### src/rtl/door_request_ctrl.sv
// Door toggle request controller: debounces the door button, applies the cooking interlock, drives a held
// door_toggle pulse and checks the servo's door_open feedback. Define AUTO_CLOSE_EN for the idle auto-close timer.
module door_request_ctrl #(
  parameter int unsigned DEBOUNCE_CYC   = 1_000_000,
  parameter int unsigned HOLD_CYC       = 100_000,
  parameter int unsigned ACK_TMO        = 200_000,
  parameter int unsigned AUTO_CLOSE_CYC = 32'd3_000_000_000
) (
  input  logic clk,
  input  logic reset,
  input  logic btn_door,
  input  logic cooking,
  input  logic door_open,
  output logic door_toggle,
  output logic busy,
  output logic reject,
  output logic fault
);

  localparam int unsigned DB_W    = $clog2(DEBOUNCE_CYC + 1);
  localparam int unsigned SEQ_MAX = (HOLD_CYC > ACK_TMO) ? HOLD_CYC : ACK_TMO;
  localparam int unsigned SEQ_W   = $clog2(SEQ_MAX + 1);

  localparam logic [DB_W-1:0]  DB_LAST   = DB_W'(DEBOUNCE_CYC - 1);
  localparam logic [SEQ_W-1:0] HOLD_LAST = SEQ_W'(HOLD_CYC - 1);
  localparam logic [SEQ_W-1:0] ACK_LAST  = SEQ_W'(ACK_TMO - 1);

  typedef enum logic [1:0] {IDLE, HOLD_HI, WAIT_ACK, HOLD_LO} state_t;

  logic            sync1_q, sync2_q;
  logic            db_q, db_d;
  logic [DB_W-1:0] db_cnt_q, db_cnt_d;
  logic            press_q, press_d;

  state_t           state_q;
  logic [SEQ_W-1:0] seq_cnt_q;
  logic             start_state_q;
  logic             toggle_q, busy_q, reject_q, fault_q;

  always_ff @(posedge clk) begin
    if (reset) begin
      sync1_q  <= 1'b0;
      sync2_q  <= 1'b0;
      db_q     <= 1'b0;
      db_cnt_q <= '0;
      press_q  <= 1'b0;
    end else begin
      // NOTE: non-blocking assignments keep the two synchronizer stages as separate flops.
      sync1_q  <= btn_door;
      sync2_q  <= sync1_q;
      db_q     <= db_d;
      db_cnt_q <= db_cnt_d;
      press_q  <= press_d;
    end
  end

  // The debounced level only moves after DEBOUNCE_CYC consecutive disagreeing samples.
  always_comb begin
    // NOTE: defaults first so every path assigns every output and no latch is inferred.
    db_d     = db_q;
    db_cnt_d = '0;
    press_d  = 1'b0;
    if (sync2_q != db_q) begin
      if (db_cnt_q == DB_LAST) begin
        db_d    = sync2_q;
        press_d = sync2_q;
      end else begin
        db_cnt_d = db_cnt_q + DB_W'(1);
      end
    end
  end

`ifdef AUTO_CLOSE_EN
  logic [31:0] idle_cnt_q;
`else
  logic unused_auto_close;
  assign unused_auto_close = ^AUTO_CLOSE_CYC;
`endif

  always_ff @(posedge clk) begin
    if (reset) begin
      state_q       <= IDLE;
      seq_cnt_q     <= '0;
      start_state_q <= 1'b0;
      toggle_q      <= 1'b0;
      busy_q        <= 1'b0;
      reject_q      <= 1'b0;
      fault_q       <= 1'b0;
`ifdef AUTO_CLOSE_EN
      idle_cnt_q    <= '0;
`endif
    end else begin
      reject_q <= 1'b0;
`ifdef AUTO_CLOSE_EN
      idle_cnt_q <= '0;
`endif
      case (state_q)
        IDLE: begin
`ifdef AUTO_CLOSE_EN
          if (!press_q && door_open && (idle_cnt_q != AUTO_CLOSE_CYC))
            idle_cnt_q <= idle_cnt_q + 32'd1;
`endif
          if (press_q) begin
            if (!door_open && cooking) begin
              reject_q <= 1'b1;
            end else begin
              start_state_q <= door_open;
              state_q       <= HOLD_HI;
              toggle_q      <= 1'b1;
              busy_q        <= 1'b1;
              seq_cnt_q     <= '0;
            end
          end
`ifdef AUTO_CLOSE_EN
          else if (door_open && (idle_cnt_q == AUTO_CLOSE_CYC)) begin
            start_state_q <= 1'b1;
            state_q       <= HOLD_HI;
            toggle_q      <= 1'b1;
            busy_q        <= 1'b1;
            seq_cnt_q     <= '0;
          end
`endif
        end
        HOLD_HI: begin
          if (seq_cnt_q == HOLD_LAST) begin
            state_q   <= WAIT_ACK;
            toggle_q  <= 1'b0;
            seq_cnt_q <= '0;
          end else begin
            seq_cnt_q <= seq_cnt_q + SEQ_W'(1);
          end
        end
        WAIT_ACK: begin
          // A feedback change wins over a simultaneous timeout.
          if (door_open != start_state_q) begin
            state_q   <= HOLD_LO;
            seq_cnt_q <= '0;
          end else if (seq_cnt_q == ACK_LAST) begin
            fault_q   <= 1'b1;
            state_q   <= HOLD_LO;
            seq_cnt_q <= '0;
          end else begin
            seq_cnt_q <= seq_cnt_q + SEQ_W'(1);
          end
        end
        HOLD_LO: begin
          if (seq_cnt_q == HOLD_LAST) begin
            state_q   <= IDLE;
            busy_q    <= 1'b0;
            seq_cnt_q <= '0;
          end else begin
            seq_cnt_q <= seq_cnt_q + SEQ_W'(1);
          end
        end
        default: begin
          state_q  <= IDLE;
          toggle_q <= 1'b0;
          busy_q   <= 1'b0;
        end
      endcase
    end
  end

  assign door_toggle = toggle_q;
  assign busy        = busy_q;
  assign reject      = reject_q;
  assign fault       = fault_q;

endmodule

### config.mk
export PLATFORM = sky130hd
export DESIGN_NAME = door_request_ctrl
export DESIGN_NICKNAME = d
export VERILOG_FILES = /design/src/rtl/door_request_ctrl.sv
export SDC_FILE = /design/constraint.sdc
export NUM_CORES = 1
export LEC_CHECK = 0
export ABC_CLOCK_PERIOD_IN_PS = 1930
export CAP_MARGIN = 20
export CORE_ASPECT_RATIO = 0.75
export CORE_MARGIN = 4
export CORE_UTILIZATION = 54
export DETAILED_ROUTE_END_ITERATION = 12
export PLACE_DENSITY = 0.78
export SLEW_MARGIN = 20
export SYNTH_ARGS = -nofsm -noshare
export SYNTH_HDL_FRONTEND = slang
export SYNTH_SLANG_ARGS = --single-unit
### constraint.sdc
create_clock -name clk -period 1.93 [get_ports clk]
set_input_delay 0.4825 -clock clk [delete_from_list [all_inputs] [get_ports clk]]
set_output_delay 0.4825 -clock clk [all_outputs]
set_load 0.05 [all_outputs]
==> reports/metrics.yaml <==
synth:
  ys_ff_latch: 49
  syn-num-nets: 288
  syn_inst: 276
  synth.distinct_cells: 44
  synth_top_cell_area_share_pct: 41.95
  ys_top_cells_by_area: "dfxtp_1 42%, nor2_1 6.4%, nand3_1 5.1%, xnor2_1 4.9%, nand2_1 4.2%"
  synth_top_area_cell: "dfxtp_1"
  synth_warnings: 0
  syn-mean-instance-area_sq_um: 8.473
  yosys_most_used_dff: "dfxtp_1"
  synth_edf_count: 0
  syn_area_sq_um: 2338
  async_flop_share_pct: 0
  ys_seq_area_share_pct: 41.95
setup_path:
  startpoint_type: "register"
  cpMaxStageDelayCell: "or4_4"
  cp-end-kind: "register"
  slowest_delay_ns: 0.44
  crit_chain: "nand4b_1, or4_4, nor3_4, o22ai_2, buf_6, and3_1, a221o_1"
  crit_family: "simple AND/OR/NAND/NOR gates"
  crit_buf_inv: 1
  critPathMaxFanout: 7
  arrival_ns: 2.13
  path_class: "reg -> reg"
  required_ns: 2.13
routing:
  drc_errors: 0
  wl_per_cell_microns: 13.81
  finalWirelength_mm: 5.263
  avgViaCountPerCell: 5.667
  detailedRoute.firstIterationViolations: 130
  antenna_left: 0
  vias: 2159
  drtPass1Iterations: 5
floorplan:
  fp.dieW_microns: 83.99
  io_pins: 9
  rows: 20
  start_util_pct: 56.98
  fp.coreArea_sq_um: 4104
  dieArea_sq_um: 5458
  fp.dieH_microns: 64.99
place:
  io_buffers: 8
  place_hpwl_mm: 3.508
  gp_congestion: 0.8397
  dp.cells: 368
  placed_cell_area_sq_um: 2728
cells_and_area:
  nFillCells: 321
  final_layout_size_suffix_gt1_share_pct: 23.62
  area_growth_pct: 26.27
  ff_latch_area_sq_um: 989.7
  n_antenna_cell: 0
  fin_cells: 381
  multi_input_area_sq_um: 1365
  design_area_sq_um: 2953
  final_common_cell: "dfxtp_1"
  fin_nets: 337
  layout_common_cells: "44 x dfxtp_1, 43 x buf_4, 40 x nor2_1"
sta:
  tightest_slew_ns: 0.2996
  slew_headroom_pct: 79.87
  holdWs_ns: 0.4714
  setup_viol: 0
  finalClockSkew_ns: 0.009458
  final_hold_viol_count: 0
  maxSlewViolCount: 0
  fmax_ghz: 0.5183
  fin_crit_sh_pct: 99.98
  grt_setup_unrepaired: "true"
  fin_crit_ns: 1.930
run_status:
  status: "complete, no violations"
grt:
  grt_antenna_before_repair: 0
  grt_pass1_wl_mm: 8.652
  grt_usage_pct: 19.40
  grt_pass1_vias: 1925
  grt_max_degree: 18
  grt_overflow: 0
power_and_ir_drop:
  p_leak_nw: 1.132
  finalPower_mw: 1.969
  ir_drop_uv: 578.8
  power.density_nw_per_um2: 666.9
clock_network:
  clk_pin_slew_ns: 0.10
  cts_made_buffers: 5
  clkLatencyLatePin_ns: 0.30
  cts_tree: "built"
  cts.sinks: 49
  htreeDepth: 2
  cts.path.max_buffers: 2
  clockRootBuffer: "clkbuf_8"
job:
  cap_violations: 0
min_path:
  hold_path.class: "reg -> reg"
==> registers in the layout, indices dropped and copies added (netlist names) <==
signal	flops
busy	1
db_cnt_q	20
db_q	1
door_toggle	1
fault	1
press_q	1
reject	1
seq_cnt_q	18
start_state_q	1
state_q	2
sync1_q	1
sync2_q	1
==> report_power, final <==
group	total (mW)	internal [mW]	leakage, nW	switching, mW
logic	0.301	0.133	0.689	0.168
clock network	0.631	0.262	0.0447	0.368
registers	1.04	1.02	0.398	0.0127
total	1.97	1.42	1.13	0.550
==> final cells by class <==
type / count / share of cell area [%]
clock buffers: 5 / 2.331
clock inverters: 3 / 0.8475
inverters: 8 / 1.017
multi-input cells: 211 / 46.23
flip-flops and latches: 49 / 33.52
well taps: 55 / 2.331
repair buffers: 50 / 13.73
==> what timing repair did <==
action / 4_1_cts / 5_1_grt
gates resized for setup: 10 / 13
hold buffers: 0 / 0
setup buffers: 3 / 2
setup endpoints to repair: 4 / 18
pin swaps: 3 / 4
==> synth_stat cells (all sizes together) (2+ instances only) <==
| master | number |
|---|---|
| nand2 | 26 |
| buf | 2 |
| a221o | 2 |
| mux2i | 2 |
| and3 | 10 |
| nor4 | 2 |
| xnor2 | 13 |
| xor2 | 9 |
| a22o | 3 |
| ha | 7 |
| nor2b | 5 |
| a31oi | 13 |
| and2 | 2 |
| a21oi | 10 |
| nor3 | 7 |
| dfxtp | 49 |
| or3 | 3 |
| o21ai | 6 |
| nand2b | 2 |
| and4 | 4 |
| nand4 | 5 |
| inv | 8 |
| clkbuf | 6 |
| nand3 | 24 |
| nor2 | 40 |
| a41oi | 3 |
==> per-stage QoR <==
stage	utilization (%)	worst slack, ns	TNS (ns)
global placement	66.46	-0.2059	-1.260
detailed placement	66.46	-0.2345	-1.917
floorplan	-	0.07884	0
CTS	70.15	0.0002065	0
global route	71.95	-0.07348	-0.4703
finish	71.95	0.0004612	0
==> kinds of logic (layout without fill, tap and decap cells) <==
kind of cell | Yosys count | count (layout) | synth area share, %
AND/OR/NAND/NOR | 138 | 138 | 30.18
flip-flops | 49 | 49 | 41.95
AO/OA/AOI/OAI | 42 | 42 | 12.04
XOR/XNOR | 22 | 22 | 8.240
buffers and inverters | 16 | 66 | 2.996
adder cells (fa/ha/maj) | 7 | 7 | 3.745
multiplexers | 2 | 2 | 0.8561
==> final timing paths <==
kind                            slack, ns             to  cells after the start          start
worst min register to register       0.47    db_cnt_q[0]                      1    db_cnt_q[0]
worst max register to register     0.0005  seq_cnt_q[10]                      7  seq_cnt_q[15]
worst min-delay path                 0.47    db_cnt_q[0]                      1    db_cnt_q[0]
worst max-delay path               0.0005  seq_cnt_q[10]                      7  seq_cnt_q[15]
==> metal layers <==
layer  up-vias  GRT usage, %  share of wire (%)
met5         -             0                  0
met4         0         6.024                1.4
met3        11         3.812                5.1
met2        72         31.94                 45
met1       998         25.82                 48
li1       1078             -                  -
Power figures use the tool's default switching activity.
